### src/rtl/block_dispatch_pkg.sv
// Shared widths, FSM state encoding and bus payload types for the MP kernel-launch dispatcher.
package block_dispatch_pkg;

   localparam int unsigned NUM_BLOCKS    = 4;
   localparam int unsigned BLOCKID_DEPTH = $clog2(NUM_BLOCKS);
   localparam int unsigned NUM_WARPS     = 16;
   localparam int unsigned WARPID_DEPTH  = $clog2(NUM_WARPS);
   localparam int unsigned BLOCK_DIM     = 32;
   localparam int unsigned GRID_DIM      = 32;
   localparam int unsigned R_DATA_WIDTH  = 32;
   localparam int unsigned NUM_PARAMS    = 8;
   localparam int unsigned PARAM_DEPTH   = $clog2(NUM_PARAMS);
   localparam int unsigned NPARAM_W      = PARAM_DEPTH + 1;
   localparam int unsigned FREE_W        = WARPID_DEPTH + 1;

   typedef enum logic [2:0] {
      IDLE  = 3'd0,
      LOAD  = 3'd1,
      WAIT  = 3'd2,
      INIT  = 3'd3,
      DRAIN = 3'd4,
      DONE  = 3'd5
   } dispatch_state_t;

   // Kernel descriptor captured on the launch handshake
   typedef struct packed {
      logic [GRID_DIM-1:0]     gdim;
      logic [BLOCK_DIM-1:0]    bdim;
      logic [GRID_DIM-1:0]     nblk;
      logic [WARPID_DEPTH-1:0] nwarp;
      logic [NPARAM_W-1:0]     nparam;
   } launch_desc_t;

   // Per-slot init bus toward the block trackers
   typedef struct packed {
      logic [NUM_BLOCKS-1:0]    bi;
      logic [BLOCKID_DEPTH-1:0] bid;
      logic [WARPID_DEPTH-1:0]  num_warp;
      logic [BLOCK_DIM-1:0]     bdim;
      logic [GRID_DIM-1:0]      gdim;
      logic [GRID_DIM-1:0]      bidx;
      logic [PARAM_DEPTH-1:0]   pwa;
      logic [R_DATA_WIDTH-1:0]  param;
      logic                     pwe;
   } init_bus_t;

endpackage

### src/rtl/block_dispatch_if.sv
// Launch, parameter, retire and block-init signals between the launch source and block_dispatch.
interface block_dispatch_if;
   import block_dispatch_pkg::*;

   logic                     launch_valid;
   logic                     launch_ready;
   logic [GRID_DIM-1:0]      l_gdim;
   logic [BLOCK_DIM-1:0]     l_bdim;
   logic [GRID_DIM-1:0]      l_nblk;
   logic [WARPID_DEPTH-1:0]  l_nwarp;
   logic [NPARAM_W-1:0]      l_nparam;
   logic                     p_valid;
   logic                     p_ready;
   logic [R_DATA_WIDTH-1:0]  p_data;
   logic                     blk_done;
   logic [BLOCKID_DEPTH-1:0] blk_done_bid;
   logic [NUM_BLOCKS-1:0]    bi_o;
   logic [BLOCKID_DEPTH-1:0] bid_init_o;
   logic [WARPID_DEPTH-1:0]  num_warp_o;
   logic [BLOCK_DIM-1:0]     bdim_o;
   logic [GRID_DIM-1:0]      gdim_o;
   logic [GRID_DIM-1:0]      bidx_o;
   logic [PARAM_DEPTH-1:0]   pwa_o;
   logic [R_DATA_WIDTH-1:0]  param_o;
   logic                     pwe_o;
   logic                     busy_o;
   logic                     kdone_o;

   modport slave (
      input  launch_valid, l_gdim, l_bdim, l_nblk, l_nwarp, l_nparam,
      input  p_valid, p_data, blk_done, blk_done_bid,
      output launch_ready, p_ready,
      output bi_o, bid_init_o, num_warp_o, bdim_o, gdim_o, bidx_o,
      output pwa_o, param_o, pwe_o, busy_o, kdone_o
   );

   modport master (
      output launch_valid, l_gdim, l_bdim, l_nblk, l_nwarp, l_nparam,
      output p_valid, p_data, blk_done, blk_done_bid,
      input  launch_ready, p_ready,
      input  bi_o, bid_init_o, num_warp_o, bdim_o, gdim_o, bidx_o,
      input  pwa_o, param_o, pwe_o, busy_o, kdone_o
   );

endinterface

### src/rtl/block_dispatch_slot_alloc.sv
// Block-slot occupancy and free-warp budget: lowest-free-slot pick, allocation on dispatch,
// release on block retire.
module block_dispatch_slot_alloc
   import block_dispatch_pkg::*;
(
   input  logic                     clk,
   input  logic                     rst_n,
   input  logic                     alloc_i,
   input  logic [BLOCKID_DEPTH-1:0] alloc_slot_i,
   input  logic                     retire_i,
   input  logic [BLOCKID_DEPTH-1:0] retire_slot_i,
   input  logic                     init_active_i,
   input  logic [BLOCKID_DEPTH-1:0] init_slot_i,
   input  logic [WARPID_DEPTH-1:0]  nwarp_i,
   output logic                     any_free_c,
   output logic [BLOCKID_DEPTH-1:0] free_slot_c,
   output logic [NUM_BLOCKS-1:0]    slot_busy_o,
   output logic [FREE_W-1:0]        free_warps_o
);

   localparam int unsigned SUM_W = FREE_W + 1;

   logic [NUM_BLOCKS-1:0] slot_busy_q, slot_busy_d;
   logic [FREE_W-1:0]     free_warps_q, free_warps_d;
   logic                  retire_ok;
   logic [SUM_W-1:0]      warp_sum;

   // Lowest-index free slot
   always_comb begin
      any_free_c  = ~&slot_busy_q;
      free_slot_c = '0;
      for (int i = int'(NUM_BLOCKS) - 1; i >= 0; i--) begin
         if (!slot_busy_q[i]) free_slot_c = BLOCKID_DEPTH'(i);
      end
   end

   // A retire only counts for an occupied slot that is not mid-init
   always_comb begin
      retire_ok   = retire_i && slot_busy_q[retire_slot_i] &&
                    !(init_active_i && (retire_slot_i == init_slot_i));
      slot_busy_d = slot_busy_q;
      if (retire_ok) slot_busy_d[retire_slot_i] = 1'b0;
      if (alloc_i)   slot_busy_d[alloc_slot_i]  = 1'b1;

      warp_sum = SUM_W'(free_warps_q)
               + (retire_ok ? SUM_W'(nwarp_i) : SUM_W'(0))
               - (alloc_i   ? SUM_W'(nwarp_i) : SUM_W'(0));
      free_warps_d = (warp_sum > SUM_W'(NUM_WARPS)) ? FREE_W'(NUM_WARPS) : FREE_W'(warp_sum);
   end

   always_ff @(posedge clk or negedge rst_n) begin
      if (!rst_n) begin
         slot_busy_q  <= '0;
         free_warps_q <= FREE_W'(NUM_WARPS);
      end else begin
         slot_busy_q  <= slot_busy_d;
         free_warps_q <= free_warps_d;
      end
   end

   assign slot_busy_o  = slot_busy_q;
   assign free_warps_o = free_warps_q;

endmodule

### src/rtl/block_dispatch.sv
// Kernel-launch front end for one MP: takes a launch descriptor and parameter words, then walks
// the grid into free block slots. Optional BLOCK_DISPATCH_PERF_EN adds dispatch/stall counters.
module block_dispatch
   import block_dispatch_pkg::*;
(
   input  logic            clk,
   input  logic            rst_n,
   block_dispatch_if.slave bus
`ifdef BLOCK_DISPATCH_PERF_EN
   ,
   output logic [31:0]     perf_blk_o,
   output logic [31:0]     perf_stall_o
`endif
);

   dispatch_state_t          state_q, state_d;
   launch_desc_t             desc_q, desc_d;
   init_bus_t                init_q, init_d;
   logic [GRID_DIM-1:0]      bidx_q, bidx_d;
   logic [PARAM_DEPTH-1:0]   k_q, k_d, last_k;
   logic [BLOCKID_DEPTH-1:0] slot_q, slot_d;
   logic                     launch_ready_q, launch_ready_d;
   logic                     p_ready_q, p_ready_d;
   logic                     busy_q, busy_d;
   logic                     kdone_q, kdone_d;
   logic                     launch_xfer, load_xfer, dispatch_ok, alloc, buf_we, init_active;
   logic [NPARAM_W-1:0]      nparam_in;
   logic [R_DATA_WIDTH-1:0]  param_buf [NUM_PARAMS];
   logic                     any_free_c;
   logic [BLOCKID_DEPTH-1:0] free_slot_c;
   logic [NUM_BLOCKS-1:0]    slot_busy;
   logic [FREE_W-1:0]        free_warps;

   assign init_active = (state_q == INIT);

   block_dispatch_slot_alloc u_slot_alloc (
      .clk          (clk),
      .rst_n        (rst_n),
      .alloc_i      (alloc),
      .alloc_slot_i (slot_q),
      .retire_i     (bus.blk_done),
      .retire_slot_i(bus.blk_done_bid),
      .init_active_i(init_active),
      .init_slot_i  (slot_q),
      .nwarp_i      (desc_q.nwarp),
      .any_free_c   (any_free_c),
      .free_slot_c  (free_slot_c),
      .slot_busy_o  (slot_busy),
      .free_warps_o (free_warps)
   );

   // Next state plus next values of every registered output
   always_comb begin
      state_d     = state_q;
      desc_d      = desc_q;
      bidx_d      = bidx_q;
      k_d         = k_q;
      slot_d      = slot_q;
      alloc       = 1'b0;
      buf_we      = 1'b0;
      launch_xfer = launch_ready_q && bus.launch_valid;
      load_xfer   = p_ready_q && bus.p_valid;
      dispatch_ok = any_free_c && (free_warps >= FREE_W'(desc_q.nwarp));
      last_k      = (desc_q.nparam == '0) ? '0 : PARAM_DEPTH'(desc_q.nparam - NPARAM_W'(1));
      nparam_in   = (bus.l_nparam > NPARAM_W'(NUM_PARAMS)) ? NPARAM_W'(NUM_PARAMS) : bus.l_nparam;

      case (state_q)
         IDLE: begin
            if (launch_xfer) begin
               desc_d.gdim   = bus.l_gdim;
               desc_d.bdim   = bus.l_bdim;
               desc_d.nblk   = bus.l_nblk;
               desc_d.nwarp  = (bus.l_nwarp == '0) ? WARPID_DEPTH'(1) : bus.l_nwarp;
               desc_d.nparam = nparam_in;
               bidx_d        = '0;
               k_d           = '0;
               if (nparam_in != '0)      state_d = LOAD;
               else if (bus.l_nblk != '0) state_d = WAIT;
               else                       state_d = DONE;
            end
         end
         LOAD: begin
            if (load_xfer) begin
               buf_we = 1'b1;
               if (k_q == last_k) begin
                  k_d     = '0;
                  state_d = (desc_q.nblk != '0) ? WAIT : DONE;
               end else begin
                  k_d = k_q + PARAM_DEPTH'(1);
               end
            end
         end
         WAIT: begin
            if (dispatch_ok) begin
               slot_d  = free_slot_c;
               k_d     = '0;
               state_d = INIT;
            end
         end
         INIT: begin
            alloc = (k_q == '0);
            if (k_q == last_k) begin
               k_d     = '0;
               bidx_d  = bidx_q + GRID_DIM'(1);
               state_d = (bidx_d < desc_q.nblk) ? WAIT : DRAIN;
            end else begin
               k_d = k_q + PARAM_DEPTH'(1);
            end
         end
         DRAIN:   if (slot_busy == '0) state_d = DONE;
         DONE:    state_d = IDLE;
         default: state_d = IDLE;
      endcase

      launch_ready_d = (state_d == IDLE);
      p_ready_d      = (state_d == LOAD);
      busy_d         = (state_d != IDLE);
      kdone_d        = (state_d == DONE);
      init_d         = '0;
      if (state_d == INIT) begin
         init_d.bi       = NUM_BLOCKS'(1) << slot_d;
         init_d.bid      = slot_d;
         init_d.num_warp = desc_d.nwarp;
         init_d.bdim     = desc_d.bdim;
         init_d.gdim     = desc_d.gdim;
         init_d.bidx     = bidx_d;
         if (desc_d.nparam != '0) begin
            init_d.pwe   = 1'b1;
            init_d.pwa   = k_d;
            init_d.param = param_buf[k_d];
         end
      end
   end

   always_ff @(posedge clk or negedge rst_n) begin
      if (!rst_n) begin
         state_q        <= IDLE;
         desc_q         <= '0;
         init_q         <= '0;
         bidx_q         <= '0;
         k_q            <= '0;
         slot_q         <= '0;
         launch_ready_q <= 1'b1;
         p_ready_q      <= 1'b0;
         busy_q         <= 1'b0;
         kdone_q        <= 1'b0;
      end else begin
         state_q        <= state_d;
         desc_q         <= desc_d;
         init_q         <= init_d;
         bidx_q         <= bidx_d;
         k_q            <= k_d;
         slot_q         <= slot_d;
         launch_ready_q <= launch_ready_d;
         p_ready_q      <= p_ready_d;
         busy_q         <= busy_d;
         kdone_q        <= kdone_d;
      end
   end

   // Parameter buffer holds data only; contents are meaningless until loaded
   always_ff @(posedge clk) begin
      if (buf_we) param_buf[k_q] <= bus.p_data;
   end

`ifdef BLOCK_DISPATCH_PERF_EN
   logic [31:0] perf_blk_q, perf_stall_q;

   always_ff @(posedge clk or negedge rst_n) begin
      if (!rst_n) begin
         perf_blk_q   <= '0;
         perf_stall_q <= '0;
      end else if (launch_xfer) begin
         perf_blk_q   <= '0;
         perf_stall_q <= '0;
      end else if (state_q == WAIT) begin
         if (dispatch_ok && (perf_blk_q != '1))    perf_blk_q   <= perf_blk_q + 32'd1;
         if (!dispatch_ok && (perf_stall_q != '1)) perf_stall_q <= perf_stall_q + 32'd1;
      end
   end

   assign perf_blk_o   = perf_blk_q;
   assign perf_stall_o = perf_stall_q;
`endif

   assign bus.launch_ready = launch_ready_q;
   assign bus.p_ready      = p_ready_q;
   assign bus.busy_o       = busy_q;
   assign bus.kdone_o      = kdone_q;
   assign bus.bi_o         = init_q.bi;
   assign bus.bid_init_o   = init_q.bid;
   assign bus.num_warp_o   = init_q.num_warp;
   assign bus.bdim_o       = init_q.bdim;
   assign bus.gdim_o       = init_q.gdim;
   assign bus.bidx_o       = init_q.bidx;
   assign bus.pwa_o        = init_q.pwa;
   assign bus.param_o      = init_q.param;
   assign bus.pwe_o        = init_q.pwe;

endmodule

### src/flat_wrapper.sv
// flat-port wrapper written by rule: the top's interface ports become plain ports
module block_dispatch_flat import block_dispatch_pkg::*;
  (clk, rst_n, bus_launch_valid, bus_l_gdim, bus_l_bdim, bus_l_nblk, bus_l_nwarp, bus_l_nparam, bus_p_valid, bus_p_data, bus_blk_done, bus_blk_done_bid, bus_launch_ready, bus_p_ready, bus_bi_o, bus_bid_init_o, bus_num_warp_o, bus_bdim_o, bus_gdim_o, bus_bidx_o, bus_pwa_o, bus_param_o, bus_pwe_o, bus_busy_o, bus_kdone_o);
  block_dispatch_if bus_i ();
  input  logic clk;
  input  logic rst_n;
  input wire logic [$bits(bus_i.launch_valid)-1:0] bus_launch_valid;
  input wire logic [$bits(bus_i.l_gdim)-1:0] bus_l_gdim;
  input wire logic [$bits(bus_i.l_bdim)-1:0] bus_l_bdim;
  input wire logic [$bits(bus_i.l_nblk)-1:0] bus_l_nblk;
  input wire logic [$bits(bus_i.l_nwarp)-1:0] bus_l_nwarp;
  input wire logic [$bits(bus_i.l_nparam)-1:0] bus_l_nparam;
  input wire logic [$bits(bus_i.p_valid)-1:0] bus_p_valid;
  input wire logic [$bits(bus_i.p_data)-1:0] bus_p_data;
  input wire logic [$bits(bus_i.blk_done)-1:0] bus_blk_done;
  input wire logic [$bits(bus_i.blk_done_bid)-1:0] bus_blk_done_bid;
  output wire logic [$bits(bus_i.launch_ready)-1:0] bus_launch_ready;
  output wire logic [$bits(bus_i.p_ready)-1:0] bus_p_ready;
  output wire logic [$bits(bus_i.bi_o)-1:0] bus_bi_o;
  output wire logic [$bits(bus_i.bid_init_o)-1:0] bus_bid_init_o;
  output wire logic [$bits(bus_i.num_warp_o)-1:0] bus_num_warp_o;
  output wire logic [$bits(bus_i.bdim_o)-1:0] bus_bdim_o;
  output wire logic [$bits(bus_i.gdim_o)-1:0] bus_gdim_o;
  output wire logic [$bits(bus_i.bidx_o)-1:0] bus_bidx_o;
  output wire logic [$bits(bus_i.pwa_o)-1:0] bus_pwa_o;
  output wire logic [$bits(bus_i.param_o)-1:0] bus_param_o;
  output wire logic [$bits(bus_i.pwe_o)-1:0] bus_pwe_o;
  output wire logic [$bits(bus_i.busy_o)-1:0] bus_busy_o;
  output wire logic [$bits(bus_i.kdone_o)-1:0] bus_kdone_o;
  assign bus_i.launch_valid = bus_launch_valid;
  assign bus_i.l_gdim = bus_l_gdim;
  assign bus_i.l_bdim = bus_l_bdim;
  assign bus_i.l_nblk = bus_l_nblk;
  assign bus_i.l_nwarp = bus_l_nwarp;
  assign bus_i.l_nparam = bus_l_nparam;
  assign bus_i.p_valid = bus_p_valid;
  assign bus_i.p_data = bus_p_data;
  assign bus_i.blk_done = bus_blk_done;
  assign bus_i.blk_done_bid = bus_blk_done_bid;
  assign bus_launch_ready = bus_i.launch_ready;
  assign bus_p_ready = bus_i.p_ready;
  assign bus_bi_o = bus_i.bi_o;
  assign bus_bid_init_o = bus_i.bid_init_o;
  assign bus_num_warp_o = bus_i.num_warp_o;
  assign bus_bdim_o = bus_i.bdim_o;
  assign bus_gdim_o = bus_i.gdim_o;
  assign bus_bidx_o = bus_i.bidx_o;
  assign bus_pwa_o = bus_i.pwa_o;
  assign bus_param_o = bus_i.param_o;
  assign bus_pwe_o = bus_i.pwe_o;
  assign bus_busy_o = bus_i.busy_o;
  assign bus_kdone_o = bus_i.kdone_o;
  block_dispatch u_core (.clk(clk), .rst_n(rst_n), .bus(bus_i));
endmodule
### config.mk
export PLATFORM = sky130hd
export DESIGN_NAME = block_dispatch_flat
export DESIGN_NICKNAME = d
export VERILOG_FILES = /design/src/rtl/block_dispatch_pkg.sv /design/src/rtl/block_dispatch_if.sv /design/src/rtl/block_dispatch_slot_alloc.sv /design/src/rtl/block_dispatch.sv /design/src/flat_wrapper.sv
export SDC_FILE = /design/constraint.sdc
export NUM_CORES = 1
export LEC_CHECK = 0
export ABC_AREA = 1
export CORE_MARGIN = 4
export CORE_UTILIZATION = 60
export CTS_BUF_LIST = sky130_fd_sc_hd__clkbuf_4
export CTS_CLUSTER_SIZE = 24
export DETAILED_ROUTE_END_ITERATION = 6
export PLACE_DENSITY = 0.83
export SLEW_MARGIN = 10
export SYNTH_ARGS = -nofsm -noshare
export SYNTH_HDL_FRONTEND = slang
export SYNTH_SLANG_ARGS = --single-unit
### constraint.sdc
create_clock -name clk -period 5.86 [get_ports clk]
set_input_delay 0.879 -clock clk [delete_from_list [all_inputs] [get_ports clk]]
set_output_delay 0.879 -clock clk [all_outputs]
set_load 0.01 [all_outputs]
==> reports/results.txt <==
status: finished, final reports clean
Cell Area, Synth: 0.02468 mm²
hold buffer count at cts: 0
LEAKAGE: 13.95 nW
Slew Limit Fails: 0
met1 Use GR: 36.36%
final hold vios: 0
actual slew at the worst max-slew pin: 1038 ps
Pwr Density: 510.8 mW/mm²
WS Path Type: reg -> reg
vias in the first global route: 19350
RSZ-0062 raised after global routing: no
crit start category: register
CTS Buf Count: 140
Worst Hold Class: in -> async
crit path time final: 4380 ps
grt met2 use: 47.17%
gr usage total: 28.42%
first-pass GRT wire length: 99630 µm
std cell rows: 74
maxcap violations: 0
IO Count: 289
Final ANT Viol Nets: 0
setup violators final: 0
endpoint class of the critical path: register
DIE AREA: 0.04444 mm²
crit-path cells: ha_1, nand2_1, nor2_1, nand3_1, or3_1, xor2_1, inv_1, ha_1, nand2_1, nor2_1, nand4_1, nor2_1, nand2_1, nand3_1, nand2_2, nand2_4, buf_4, nor2_1
initial antenna violation count: 4
Worst VDD drop: 459.4 µV
synthesized net count: 2737
Synth area leaders: edfxtp_1 31%, dfrtp_1 30%, inv_1 7.0%
Area growth syn-to-layout: 20.72%
Non-Filler Instances: 3535
# DRC: 0
Starting Density: 60.57%
Peak Freq: 228.3 MHz
First-pass DRT Iterations: 6
DRT Wirelength: 63850 µm
clock latency at the later pin of the worst-skew pair: 870 ps
Largest stage delay, worst path: 670 ps
dpl cells: 3282
register area share after synthesis: 61.48%
grt ovf: 0
core area: 0.04074 mm²
post-DP HPWL: 39940 µm
CTS tree: done
Reg clk slew, reported paths: 70 ps
WP data required: 6550 ps
vias per inst: 5.375
syn avg cell area: 9.693 µm²
Root Driver: clkbuf_4
number of synthesized register bits: 555
GR Layer Usage met3: 6.372%
routed len/inst: 18.06 µm
Most used DFF post-synth: dfrtp_1
Mapped Cells: 2546
Async SR Flop Fraction: 53.87%
Netlist cell types: 52
WP data arrival: 5070 ps
most numerous cell on the critical path: nor2_1
Crit Path Max Fanout: 70
Sum Neg Setup Slack: 0 ps
Iter 0 DRT Violations: 1665
busiest grt layer: met2
Die Wd: 210.8 µm
Synth top area share: 31.15%
cell taking the most area after synthesis: edfxtp_1
Clock Skews: 40.84 ps
final worst slack: 1480 ps
Setup Buffers After CTS: 0
largest net degree at the start of global routing: 133
warnings from Yosys: 0
I/O Buffers: 288
Post-synth EDFFs: 256
GP Congestion: 0.9900
vias: 19000
post-CTS resize count: 0
fin crit share: 74.75%
layout cell share with drive strength beyond 1: 12.06%
worst slack, placed: 1606 ps
CTS Sinks: 555
CP max stage cell: buf_4
H-tree Lvls: 4
Die Ht: 210.8 µm
worst r2r path cells: 18
Clock Path Buffers: 3
Layout Nets: 3083
relative slew slack: 30.82%
cell usage after synthesis, types with 2 or more instances:
library cell,count
xnor2_1,5
dfstp_2,2
o21a_1,6
or2_2,65
o22ai_1,6
o2bb2ai_1,3
buf_2,52
nand3_1,254
dfrtp_1,297
clkbuf_1,29
o21ai_1,7
a22oi_1,4
inv_1,460
a21oi_1,43
nor2_4,2
nor2_1,245
nor2_2,4
nor4_1,4
fa_1,4
o21ai_0,132
buf_1,4
nand2_2,5
or2_0,2
o22ai_2,2
buf_6,5
inv_2,16
nand2_1,412
buf_4,16
nand4_1,19
nor3_1,30
edfxtp_1,256
xor2_1,21
nand3b_1,64
ha_1,44
and2_1,6
o211ai_1,4
final cells by class:
class | instances | area, µm²
diodes | 2 | 5.005
clock buffers | 206 | 1546
clock inverters | 45 | 315.3
fillers | 2828 | 10950
inverters | 477 | 1790
multi-input cells | 1408 | 7229
flip-flops and latches | 555 | 15170
well taps | 532 | 665.6
repair buffers | 310 | 3065
per-layer routing:
layer,share of wire [%],vias to the layer above
met5,0.072,-
met4,3.2,6
met3,9.2,151
met2,49,956
met1,38,9009
li1,-,8880
placed cells by master (no fill, tap or decap), types with 4 or more instances in the layout:
cell	count
inv_1	460
nand2_1	408
dfrtp_1	297
clkdlybuf4s50_1	287
edfxtp_1	256
nand3_1	254
nor2_1	243
clkbuf_4	206
o21ai_0	132
or2_2	65
nand3b_1	64
ha_1	44
a21oi_1	43
clkinv_1	28
nor3_1	24
inv_2	22
xor2_1	21
buf_4	21
nand4_1	19
nor3_2	7
o21ai_1	7
o22ai_1	6
o21a_1	6
and2_1	6
xnor2_1	5
nand2_2	5
bufinv_16	5
clkinv_2	5
nor4_1	4
nor2_2	4
nor2_4	4
nand2_4	4
a22oi_1	4
o211ai_1	4
fa_1	4
through the flow:
stage                     hold slack [ps]  util (%)  power [mW]  instance area [µm²]
after floorplan                     474.8         -       9.816                24680
after global placement              532.7     68.54       11.47                27920
after detailed placement            550.9     68.54       11.81                27920
after CTS                           109.0     73.11       15.23                29780
after global routing                179.6     73.12       16.27                29790
final                               75.85     73.12       15.22                29790
cell families (layout without fill, tap and decap cells):
kind of cell,after synthesis,count (layout),share of synthesized area (%)
adders and majority gates,48,48,2.555
DFF,555,555,61.48
other,0,2,0
and+or+nand+nor,1120,1120,20.81
AOI/OAI and AO/OA,214,214,4.705
xor gates and xnor gates,26,26,0.9228
buffers and inverters,583,1038,9.527
sequential cells by signal (all words and copies together), names as in the netlist, 3 cells and up:
signal / flops
u_core.param_buf: 256
u_core.desc_q: 104
u_core.bidx_q: 32
u_core.bus.bdim_o: 32
u_core.bus.bidx_o: 32
u_core.bus.gdim_o: 32
u_core.bus.param_o: 32
u_core.u_slot_alloc.free_warps_o: 5
u_core.bus.bi_o: 4
u_core.bus.num_warp_o: 4
u_core.u_slot_alloc.slot_busy_o: 4
u_core.bus.pwa_o: 3
u_core.k_q: 3
u_core.state_q: 3
final timing paths:
| path | start | to | slack, ps |
|---|---|---|---|
| min | rst_n | u_core.desc_q[10]$_DFFE_PN0P_ | 80 |
| min reg2reg | u_core.desc_q[14]$_DFFE_PN0P_ | u_core.desc_q[14]$_DFFE_PN0P_ | 570 |
| max reg2reg | u_core.bidx_q[0]$_DFF_PN0_ | u_core.bus.bdim_o[30]$_DFF_PN0_ | 1480 |
| min in group clk | u_core.desc_q[14]$_DFFE_PN0P_ | u_core.desc_q[14]$_DFFE_PN0P_ | 570 |
| max | u_core.bidx_q[0]$_DFF_PN0_ | u_core.bus.bdim_o[30]$_DFF_PN0_ | 1480 |
| max in group asynchronous | rst_n | u_core.bus.gdim_o[19]$_DFF_PN0_ | 4320 |
worst max-delay path: cells and delay by family, from the launching register on:
kind / cells / cell delay, ps
AND/OR/NAND/NOR: 13 / 2270
buffers and inverters: 2 / 750
adder cells (fa/ha/maj): 2 / 500
flip-flops: 1 / 450
XOR/XNOR: 1 / 190
report_power, final:
part / switching (mW) / internal [mW] / total [mW] / leakage (nW)
clock: 1.54 / 1.84 / 3.38 / 1.11
sequential: 0.351 / 4.88 / 5.23 / 6.08
combinational: 4.36 / 2.24 / 6.60 / 6.76
No activity file was read; power rests on OpenSTA's default activity.
==> RTL edit 1, RTL diff (same flow settings) <==
Change the package constant `NUM_WARPS` from 16 to 32.
--- a/src/rtl/block_dispatch_pkg.sv
+++ b/src/rtl/block_dispatch_pkg.sv
@@ -3,7 +3,7 @@
 
    localparam int unsigned NUM_BLOCKS    = 4;
    localparam int unsigned BLOCKID_DEPTH = $clog2(NUM_BLOCKS);
-   localparam int unsigned NUM_WARPS     = 16;
+   localparam int unsigned NUM_WARPS     = 32;
    localparam int unsigned WARPID_DEPTH  = $clog2(NUM_WARPS);
    localparam int unsigned BLOCK_DIM     = 32;
    localparam int unsigned GRID_DIM      = 32;
Interface: changed (resized bus_l_nwarp and bus_num_warp_o); port bits go from 289 to 291. No check against the original RTL was run, so the function may have changed too.
==> RTL edit 1 against the unedited design <==
- design area fell by 0.47%
- synthesized area is 0.72% lower
- wire length decreased by 2.2%
- sequential cell count is 3 higher
- die area decreased by 0.69%
- setup slack worse by 0.089 ns
- total power decreased by 1.9%
- first-iteration DRC count decreased by 16%
- global-route usage decreased by 0.31 points
- critical endpoint unchanged
==> RTL edit 1: results (changes against the unedited design) <==
maximum fanout count along the critical path - 40 (-43%)
DPL Wire Length - 39.74 mm (-0.50%)
Worst R2R Setup Slack - 1.39 ns (-0.09 ns)
DRC marker count from the first detailed-route iteration - 1,397 (-16%)
Routed met1 length - 25.12 mm (+2.6%)
fraction of registers with async set or reset after synthesis - 54.12% (+0.25 points)
Max IR drop VDD - 0.6920 mV (+51%)
DR vias/cell - 5.321 (-1.0%)
distinct cell type count after synthesis - 47 (-9.6%)
total leakage power - 13.63 nW (-2.3%)
maximum number of pins on one net before global-route repair - 163 (+23%)
via count of the first global-routing pass - 18,760 (-3.1%)
Syn Nets - 2,700 (-1.4%)
commonest cells in the synthesized netlist - sky130_fd_sc_hd__nand2_1, sky130_fd_sc_hd__inv_1, sky130_fd_sc_hd__nor2_1
final routed wirelength across all metal layers - 62.47 mm (-2.2%)
final weighted congestion in routability-driven placement - 0.9378 (-5.3%)
clock buffer count from CTS - 143 (+2.1%)
Placement Cell Area - 0.02784 sq mm (-0.29%)
area share of fa/ha/maj cells after synthesis - 2.758% (+0.20 points)
Placed Cells incl. Taps - 3,241 (-1.2%)
Met3 Wirelength - 5.360 mm (-8.3%)
status - finished, final reports clean
wire length of the first global-routing pass - 98.30 mm (-1.3%)
final hold slack - 0.1534 ns (+0.07755 ns)
Slew headroom - 19.89% (-11 points)
dpl ws - 1.162 ns (-0.4440 ns)
min Tclk post-route - 4.469 ns (+0.08873 ns)
met2 routing resource usage after global routing - 46.94% (-0.24 points)
Seq/Total Area, Yosys - 62.23% (+0.75 points)
RTL edit 1: cell types whose count changed after synthesis, moves of 5 or more:
cell                       change
sky130_fd_sc_hd__inv_1        -47
sky130_fd_sc_hd__buf_2        -11
sky130_fd_sc_hd__a21oi_1      +15
sky130_fd_sc_hd__nand2_1      +20
sky130_fd_sc_hd__buf_4         +5
sky130_fd_sc_hd__nor2_1       +58
sky130_fd_sc_hd__and2_1        -6
sky130_fd_sc_hd__nand3_1      -64
sky130_fd_sc_hd__clkbuf_1      +8
sky130_fd_sc_hd__o21ai_0      -11
sky130_fd_sc_hd__a21boi_0      +6
sky130_fd_sc_hd__o21ai_1       -5
sky130_fd_sc_hd__xor2_1        +6
sky130_fd_sc_hd__inv_2         -9
RTL edit 1: final cells by class:
type	count	area (sq um)	area share [%]
clock buffer	204	1531	5.165
multi-input combinational	1423	7249	24.45
clock inverter	52	267.8	0.9031
timing repair buffer	313	3105	10.47
inverter	422	1584	5.342
antenna	3	7.507	0.02532
tap	525	656.9	2.215
sequential	558	15250	51.42
==> RTL edit 2, RTL diff (config.mk and constraints unchanged) <==
Without the edit above. Encoding of `dispatch_state_t`: now one-hot (6 bits for 6 states).
--- a/src/rtl/block_dispatch_pkg.sv
+++ b/src/rtl/block_dispatch_pkg.sv
@@ -13,13 +13,13 @@
    localparam int unsigned NPARAM_W      = PARAM_DEPTH + 1;
    localparam int unsigned FREE_W        = WARPID_DEPTH + 1;
 
-   typedef enum logic [2:0] {
-      IDLE  = 3'd0,
-      LOAD  = 3'd1,
-      WAIT  = 3'd2,
-      INIT  = 3'd3,
-      DRAIN = 3'd4,
-      DONE  = 3'd5
+   typedef enum logic [5:0] {
+      IDLE  = 6'b000001,
+      LOAD  = 6'b000010,
+      WAIT  = 6'b000100,
+      INIT  = 6'b001000,
+      DRAIN = 6'b010000,
+      DONE  = 6'b100000
    } dispatch_state_t;
 
    // Kernel descriptor captured on the launch handshake
Formal check against the unedited RTL: same outputs for any inputs over 4 cycles, from zero or initial values and one cycle with rst_n low; so few cycles prove little.
==> RTL edit 2 against the unedited design <==
- design area fell by 1.8%
- sequential cell count grew 3
- critical path type unchanged
- wire length decreased by 3.5%
- setup slack better by 0.79 ns
- synthesized area decreased by 2.3%
Power is not compared: it rests on default switching activity, and its combinational part moved more than twofold at a synthesized area within 25%.
==> RTL edit 2: results (changes against the unedited design) <==
largest stage delay on the critical path - 0.62 ns (-0.05 ns)
met3 Resource Use GR - 7.388% (+1.0 points)
number of non-clock buffers - 311 (+0.32%)
Seq/Total Area, Yosys - 63.26% (+1.8 points)
met1 global-route usage - 37.27% (+0.91 points)
number of nets at the end of the flow - 2,926 (-5.1%)
FILL cells - 2,686 (-5.0%)
area share of fa/ha/maj cells after synthesis - 2.616% (+0.061 points)
met2 routing resource usage after global routing - 44.09% (-3.1 points)
Synth-to-Final Area Change - 21.35%
Slew headroom - 20.16% (-11 points)
slowest cell on the critical path - sky130_fd_sc_hd__inv_2
dpl ws - 1.532 ns (-0.07392 ns)
clock network share of area - 6.228% (-0.022 points)
skew final - 0.04182 ns (+0.0009734 ns)
final hold slack - 0.1542 ns (+0.07832 ns)
Skew-Pair Late Insertion Delay - 0.81 ns (-0.06 ns)
cells after synthesis - 2,382 (-6.4%)
DRC marker count from the first detailed-route iteration - 1,594 (-4.3%)
die area - 0.04345 sq mm (-2.2%)
final routed wirelength across all metal layers - 61.62 mm (-3.5%)
Area contributors post-synth - sky130_fd_sc_hd__edfxtp_1, sky130_fd_sc_hd__dfrtp_1, sky130_fd_sc_hd__nand2_1
Worst R2R Setup Slack - 2.27 ns (+0.79 ns)
compound-gate portion of the synthesized area - 4.490% (-0.22 points)
non-clock buffering overhead in the final layout - 10.51% (+0.21 points)
number of search-and-repair iterations in the first detailed-routing pass - 5 (-1)
number of logic inverters in the finished layout - 314 (-34%)
count of multi-input combinational gates - 1,410 (+0.14%)
status - finished, final reports clean
critical path startpoint - u_core.state_q[0]
Syn Nets - 2,573 (-6.0%)
Antenna diodes - 6 (+4)
Met3 Wirelength - 5.818 mm (-0.46%)
layout clock buffer count - 198 (-3.9%)
fraction of registers with async set or reset after synthesis - 54.12% (+0.25 points)
share of layout cells above drive strength 1 - 10.25% (-1.8 points)
commonest cells in the synthesized netlist - sky130_fd_sc_hd__nand2_1, sky130_fd_sc_hd__inv_1, sky130_fd_sc_hd__dfrtp_1
Routed met1 length - 24.76 mm (+1.1%)
CP Data Arrival Time - 4.30 ns (-0.77 ns)
via count of the first global-routing pass - 18,530 (-4.2%)
met2 routed WL - 28.82 mm (-8.2%)
DR vias/cell - 5.499 (+2.3%)
Seq. cell area - 0.01525 sq mm (+0.50%)
wire length of the first global-routing pass - 97.28 mm (-2.4%)
==> RTL edit 2: cell count changes after synthesis, moves of 6 or more <==
cell / unedited run / this run
sky130_fd_sc_hd__nand3_1: 254 / 218
sky130_fd_sc_hd__nand2_1: 412 / 583
sky130_fd_sc_hd__o21ai_0: 132 / 53
sky130_fd_sc_hd__xor2_1: 21 / 27
sky130_fd_sc_hd__nor4_1: 4 / 14
sky130_fd_sc_hd__nor3_1: 30 / 23
sky130_fd_sc_hd__a21oi_1: 43 / 103
sky130_fd_sc_hd__nor2_1: 245 / 131
sky130_fd_sc_hd__nand3b_1: 64 / 95
sky130_fd_sc_hd__inv_1: 460 / 302
sky130_fd_sc_hd__or2_2: 65 / 1
sky130_fd_sc_hd__nand4_1: 19 / 27
